==> config.mk <==
export PLATFORM = sky130hd
export DESIGN_NAME = ahb_lite_master_arbiter
export DESIGN_NICKNAME = d
export VERILOG_FILES = /design/src/rtl/ahb_lite_master_arbiter.sv
export SDC_FILE = /design/constraint.sdc
export NUM_CORES = 1
export LEC_CHECK = 0
export CORE_MARGIN = 2
export CORE_UTILIZATION = 36
export DETAILED_ROUTE_END_ITERATION = 10
export GPL_TIMING_DRIVEN = 0
export MAX_ROUTING_LAYER = met4
export PLACE_DENSITY = 0.78
export SLEW_MARGIN = 20
export SYNTH_ARGS = -nofsm -noshare
export SYNTH_HDL_FRONTEND = slang
export SYNTH_SLANG_ARGS = --single-unit
==> constraint.sdc <==
create_clock -name HCLK -period 2.67 [get_ports HCLK]
set_input_delay 0.534 -clock HCLK [delete_from_list [all_inputs] [get_ports HCLK]]
set_output_delay 0.534 -clock HCLK [all_outputs]
set_load 0.02 [all_outputs]
==> src/rtl/ahb_lite_master_arbiter.sv <==
`timescale 1ns/1ps
// Two-master AHB-Lite arbiter. Each master has a hold stage that captures a
// pending address phase and stalls that master until the phase is issued.
//   state   | meaning
//   DP_NONE | no data phase in flight
//   DP_M0   | M0 owns the current data phase
//   DP_M1   | M1 owns the current data phase
module ahb_lite_master_arbiter #(
  parameter bit ROUND_ROBIN = 1'b0,
  parameter int ADDR_WIDTH  = 32
) (
  input  logic                  HCLK,
  input  logic                  HRESETn,
  input  logic [ADDR_WIDTH-1:0] M0_HADDR,
  input  logic [1:0]            M0_HTRANS,
  input  logic                  M0_HWRITE,
  input  logic [2:0]            M0_HSIZE,
  input  logic [2:0]            M0_HBURST,
  input  logic [3:0]            M0_HPROT,
  input  logic                  M0_HMASTLOCK,
  input  logic [31:0]           M0_HWDATA,
  output logic                  M0_HREADY,
  output logic [31:0]           M0_HRDATA,
  output logic                  M0_HRESP,
  input  logic [ADDR_WIDTH-1:0] M1_HADDR,
  input  logic [1:0]            M1_HTRANS,
  input  logic                  M1_HWRITE,
  input  logic [2:0]            M1_HSIZE,
  input  logic [2:0]            M1_HBURST,
  input  logic [3:0]            M1_HPROT,
  input  logic                  M1_HMASTLOCK,
  input  logic [31:0]           M1_HWDATA,
  output logic                  M1_HREADY,
  output logic [31:0]           M1_HRDATA,
  output logic                  M1_HRESP,
  output logic [ADDR_WIDTH-1:0] HADDR,
  output logic [1:0]            HTRANS,
  output logic                  HWRITE,
  output logic [2:0]            HSIZE,
  output logic [2:0]            HBURST,
  output logic [3:0]            HPROT,
  output logic                  HMASTLOCK,
  output logic [31:0]           HWDATA,
  input  logic                  HREADY,
  input  logic [31:0]           HRDATA,
  input  logic                  HRESP,
  output logic                  HMASTER
);

  localparam logic [1:0] TR_IDLE   = 2'b00;
  localparam logic [1:0] TR_BUSY   = 2'b01;
  localparam logic [1:0] TR_NONSEQ = 2'b10;
  localparam logic [1:0] TR_SEQ    = 2'b11;

  typedef struct packed {
    logic [ADDR_WIDTH-1:0] addr;
    logic [1:0]            trans;
    logic                  write;
    logic [2:0]            size;
    logic [2:0]            burst;
    logic [3:0]            prot;
    logic                  lock;
  } aph_t;

  typedef enum logic [1:0] {
    DP_NONE = 2'd0,
    DP_M0   = 2'd1,
    DP_M1   = 2'd2
  } dp_state_t;

  aph_t      live [2];
  aph_t      held [2];
  aph_t      eff  [2];
  aph_t      bus;
  logic [1:0] hold_valid;
  logic [1:0] hold_load;
  logic [1:0] hold_clr;
  logic [1:0] mready;
  logic [1:0] req;
  logic       last_owner;
  logic       prio;
  logic       grant;
  logic       keep;
  dp_state_t  dp_state;
  dp_state_t  dp_next;

  assign live[0] = {M0_HADDR, M0_HTRANS, M0_HWRITE, M0_HSIZE, M0_HBURST, M0_HPROT, M0_HMASTLOCK};
  assign live[1] = {M1_HADDR, M1_HTRANS, M1_HWRITE, M1_HSIZE, M1_HBURST, M1_HPROT, M1_HMASTLOCK};

  // A held master is stalled; otherwise it sees the slave only while it owns the data phase.
  assign mready[0] = hold_valid[0] ? 1'b0 : ((dp_state == DP_M0) ? HREADY : 1'b1);
  assign mready[1] = hold_valid[1] ? 1'b0 : ((dp_state == DP_M1) ? HREADY : 1'b1);

  always_comb begin
    for (int i = 0; i < 2; i++) begin
      eff[i] = live[i];
      if (hold_valid[i]) begin
        eff[i] = held[i];
      end else if (!mready[i]) begin
        eff[i].trans = TR_IDLE;
      end
      req[i] = eff[i].trans[1];
    end
  end

  always_comb begin
    keep  = 1'b0;
    grant = last_owner;
    if (HREADY) begin
      keep = (eff[last_owner].trans == TR_SEQ) || (eff[last_owner].trans == TR_BUSY) ||
             eff[last_owner].lock;
      if (!keep) begin
        if (req[prio]) begin
          grant = prio;
        end else if (req[~prio]) begin
          grant = ~prio;
        end
      end
    end
  end

  // Parked with no request: the owner's effective trans is already IDLE here.
  assign bus = eff[grant];

  assign hold_load[0] = mready[0] & live[0].trans[1] & (grant | ~HREADY);
  assign hold_load[1] = mready[1] & live[1].trans[1] & (~grant | ~HREADY);
  assign hold_clr[0]  = hold_valid[0] & HREADY & ~grant;
  assign hold_clr[1]  = hold_valid[1] & HREADY & grant;

  always_ff @(posedge HCLK) begin
    if (!HRESETn) begin
      hold_valid <= '0;
      held[0]    <= '0;
      held[1]    <= '0;
      last_owner <= 1'b0;
      prio       <= 1'b0;
    end else begin
      for (int i = 0; i < 2; i++) begin
        if (hold_clr[i]) begin
          hold_valid[i] <= 1'b0;
        end else if (hold_load[i]) begin
          hold_valid[i] <= 1'b1;
          held[i]       <= live[i];
        end
      end
      if (HREADY) begin
        last_owner <= grant;
      end
      if (ROUND_ROBIN && HREADY && (bus.trans == TR_NONSEQ)) begin
        prio <= ~grant;
      end
    end
  end

  always_ff @(posedge HCLK) begin
    if (!HRESETn) begin
      dp_state <= DP_NONE;
    end else begin
      dp_state <= dp_next;
    end
  end

  always_comb begin
    dp_next = dp_state;
    if (HREADY) begin
      if (!bus.trans[1]) begin
        dp_next = DP_NONE;
      end else if (grant) begin
        dp_next = DP_M1;
      end else begin
        dp_next = DP_M0;
      end
    end
  end

  always_comb begin
    HWDATA = '0;
    case (dp_state)
      DP_M0:   HWDATA = M0_HWDATA;
      DP_M1:   HWDATA = M1_HWDATA;
      default: HWDATA = '0;
    endcase
  end

  assign HADDR     = bus.addr;
  assign HTRANS    = bus.trans;
  assign HWRITE    = bus.write;
  assign HSIZE     = bus.size;
  assign HBURST    = bus.burst;
  assign HPROT     = bus.prot;
  assign HMASTLOCK = bus.lock;
  assign HMASTER   = grant;

  assign M0_HREADY = mready[0];
  assign M1_HREADY = mready[1];
  assign M0_HRDATA = (dp_state == DP_M0) ? HRDATA : '0;
  assign M1_HRDATA = (dp_state == DP_M1) ? HRDATA : '0;
  assign M0_HRESP  = (dp_state == DP_M0) ? HRESP : 1'b0;
  assign M1_HRESP  = (dp_state == DP_M1) ? HRESP : 1'b0;

endmodule

==> summary.md <==
| Metric | Value |
|---|---|
| Status | `finished with violations` |
| Failing checks | `negative setup slack` |
| Crit-path most repeated cell | `buf_6` |
| Detailed placer's ending HPWL | `18600 um` |
| Full die area | `18300 um2` |
| Hold Vio Cnt, Final | `0` |
| Setup violations, final | `46` |
| Clock sink count | `97` |
| Placed cells | `1112` |
| Core area | `16700 um2` |
| Slowest stage cell, crit path | `dfxtp_4` |
| LEAKAGE | `0.00512 uW` |
| DR DRC count | `0` |
| TritonCTS clock tree | `yes` |
| CP Launch Type | `flop` |
| Min Hold Slack | `0.546 ns` |
| Avg Synthesized Cell Area | `11.2 um2` |
| CP endpoint kind | `primary output` |
| Detail Route Antenna Nets | `0` |
| Reg clk slew, reported paths | `0.07 ns` |
| Dpl cell area | `10400 um2` |
| Total nets after synthesis | `749` |
| FF+latch count, synth | `97` |
| Sequential share of the synthesized area | `46.2%` |
| Number of enable flip-flop cells after synthesis | `92` |
| Worst Max-Slew Pin Slew | `0.784 ns` |
| Htree depth | `3` |
| Hold WC Path Type | `in2reg` |
| Initial DRC count | `156` |
| Worst Skew | `0.00418 ns` |
| Fin crit share | `111%` |
| Data required, critical path | `2.14 ns` |
| Area Growth Syn to Fin | `89.4%` |
| DR WL/cell | `21.5 um` |
| Ys async rst share | `0%` |
| Dominant synthesized flop cell | `edfxtp_1` |
| GRT overflow | `0` |
| Slew HR | `47.7%` |
| Finished Layout Cells | `1176` |
| Vias in the first global route | `6077` |
| Nets@finish | `1141` |
| Worst skew pair latency | `0.35 ns` |
| Bufs and invs on worst path | `5` |
| Unrepaired setup endpoints after global routing | `yes` |
| Total routed wirelength | `25200 um` |
| Max Buffers Root-to-Sink | `2` |
| Setup TNS | `-10.23 ns` |
| Clk root buf | `clkbuf_16` |
| CP Data Arrival Time | `2.42 ns` |
| Pwr dens | `436 nW/um2` |
| Largest net degree at the start of global routing | `47` |
| Share of cells above drive strength 1 | `25.8%` |
| Initial antenna violation count | `4` |
| First drt pass iteration count | `4` |
| Vias per Instance | `4.94` |
| Via count | `5815` |
| Starting Density | `37.1%` |
| Distinct cells, synth | `42` |
| Max-slew violation count | `0` |
| Overall Global Routing Usage | `27.3%` |
| Peak supply drop | `296 uV` |
| Critical path's top delay family | `buffers and inverters` |
| Maxcap violations | `0` |
| Synth warn | `0` |
| Crit path max fanout | `5` |
| Post-Syn Instances | `555` |
| Die W | `135 um` |
| Worst path max stage delay | `0.36 ns` |
| FP Rows | `47` |
| Crit-path cells | `inv_2 > ha_4 > nand2b_4 > a211oi_4 > nand2_2 > o31ai_4 > buf_6 > buf_6 > buf_12 > mux2i_4 > buf_6` |
| Fin worst setup slack | `-0.286 ns` |
| Die height | `135 um` |
| Final core occ | `70.2%` |
| Finished Cell Area | `11700 um2` |
| Max Freq | `338 MHz` |
| GP Congestion | `0.869` |
| Port bufs | `337` |
| Global-route wire length before repair | `35800 um` |
| Ports | `339` |
| Netlist Area Pre-Place | `6190 um2` |
| Setup CP Type | `reg2out` |
| Num CTS Buffers | `9` |
| Tmin final | `2.96 ns` |
## cells by family (layout without fill, tap and decap cells)
logic type | Yosys count | count (layout) | share of synthesized area [%]
AND/OR/NAND/NOR | 219 | 219 | 20.6
other | 0 | 4 | 0
adder cells (fa/ha/maj) | 2 | 2 | 0.404
multiplexers | 131 | 131 | 21.2
buffers and inverters | 49 | 446 | 4.36
AO/OA/AOI/OAI | 57 | 57 | 7.25
flip-flops | 97 | 97 | 46.2
## cell usage in the layout (no fill, tap or decap), types with 3 or more instances in the layout
cell type        instances
buf_8                    6
clkbuf_2                10
diode_2                  4
nor2b_4                 12
a22oi_2                 10
clkbuf_1                 7
nor2b_1                 73
nor2b_2                 11
and2_1                  69
buf_12                  10
buf_2                    6
buf_16                   4
edfxtp_1                92
dlymetal6s2s_1          35
dfxtp_4                  4
clkbuf_16               12
a22oi_1                 22
nor2_1                  35
mux2i_4                 38
clkdlybuf4s50_1        186
dlygate4sd2_1           66
buf_4                   32
clkinv_1                 3
mux2i_1                 92
clkbuf_4                 4
buf_6                   54
nand2_1                  6
## power breakdown
part | switching, uW | internal (uW) | leakage (uW) | total, uW
clock network | 570 | 721 | 0.000136 | 1290
registers | 52.9 | 1870 | 0.00102 | 1920
logic | 890 | 1010 | 0.00396 | 1900
## registers in the layout (all words and copies together) (netlist names)
register and cells:
last_owner 1, held 92, dp_state 2, hold_valid 2
## final cells by class
cell class / count / area, um2
Multi-Input combinational cell: 409 / 3870
Antenna cell: 4 / 10.0
Tap cell: 220 / 275
Sequential cell: 97 / 2880
Inverter: 4 / 18.8
Buffer: 42 / 400
Timing Repair Buffer: 384 / 3980
Clock inverter: 6 / 57.6
Clock buffer: 10 / 229
Fill cell: 1264 / 4970
## path summary, 6_finish.rpt
| kind | start | endpoint | slack (ns) | cells past startpoint |
|---|---|---|---|---|
| min | M0_HTRANS[1] | held[0][13] | 0.55 | 2 |
| max | dp_state[1] | HADDR[7] | -0.29 | 11 |
| min reg2reg | dp_state[1] | dp_state[1] | 0.55 | 2 |
| max reg2reg | dp_state[1] | held[0][3] | 0.11 | 16 |
## stage by stage
stage / worst slack [ns] / total power [uW]
6_report: -0.286 / 5110
5_1_grt: -0.345 / 5310
4_1_cts: -0.421 / 5000
3_5_place_dp: -1.10 / 3550
3_3_place_gp: -1.12 / 3530
2_1_floorplan: 0.0347 / 2810
## layer usage
layer | track usage, % | routed length (um) | vias up
met5 | - | 0 | -
met4 | 9.43 | 706 | 0
met2 | 49.2 | 13400 | 239
li1 | - | - | 2777
met3 | 7.74 | 1930 | 34
met1 | 28.6 | 9160 | 2765
## cell usage after synthesis, types with 4 or more instances
cell type,instances,area [um2]
nor2b_1,96,601
nand2_1,8,30.0
buf_2,6,30.0
nor2_1,36,135
edfxtp_1,92,2760
dfxtp_1,5,100
inv_1,4,15.0
a22oi_1,32,240
clkbuf_1,21,78.8
buf_4,8,60.1
and2_1,70,438
buf_1,5,18.8
mux2i_1,130,1300
## repair_timing
| item | in CTS | in global routing |
|---|---|---|
| pin swaps | 8 | 15 |
| hold endpoints to repair | 0 | 0 |
| setup endpoints to repair | 146 | 175 |
| gates cloned | 5 | 3 |
| buffers inserted | 30 | 17 |
| hold buffers | 0 | 0 |
| resized for setup | 449 | 109 |
Note: power is estimated with default switching activity, not from simulation.
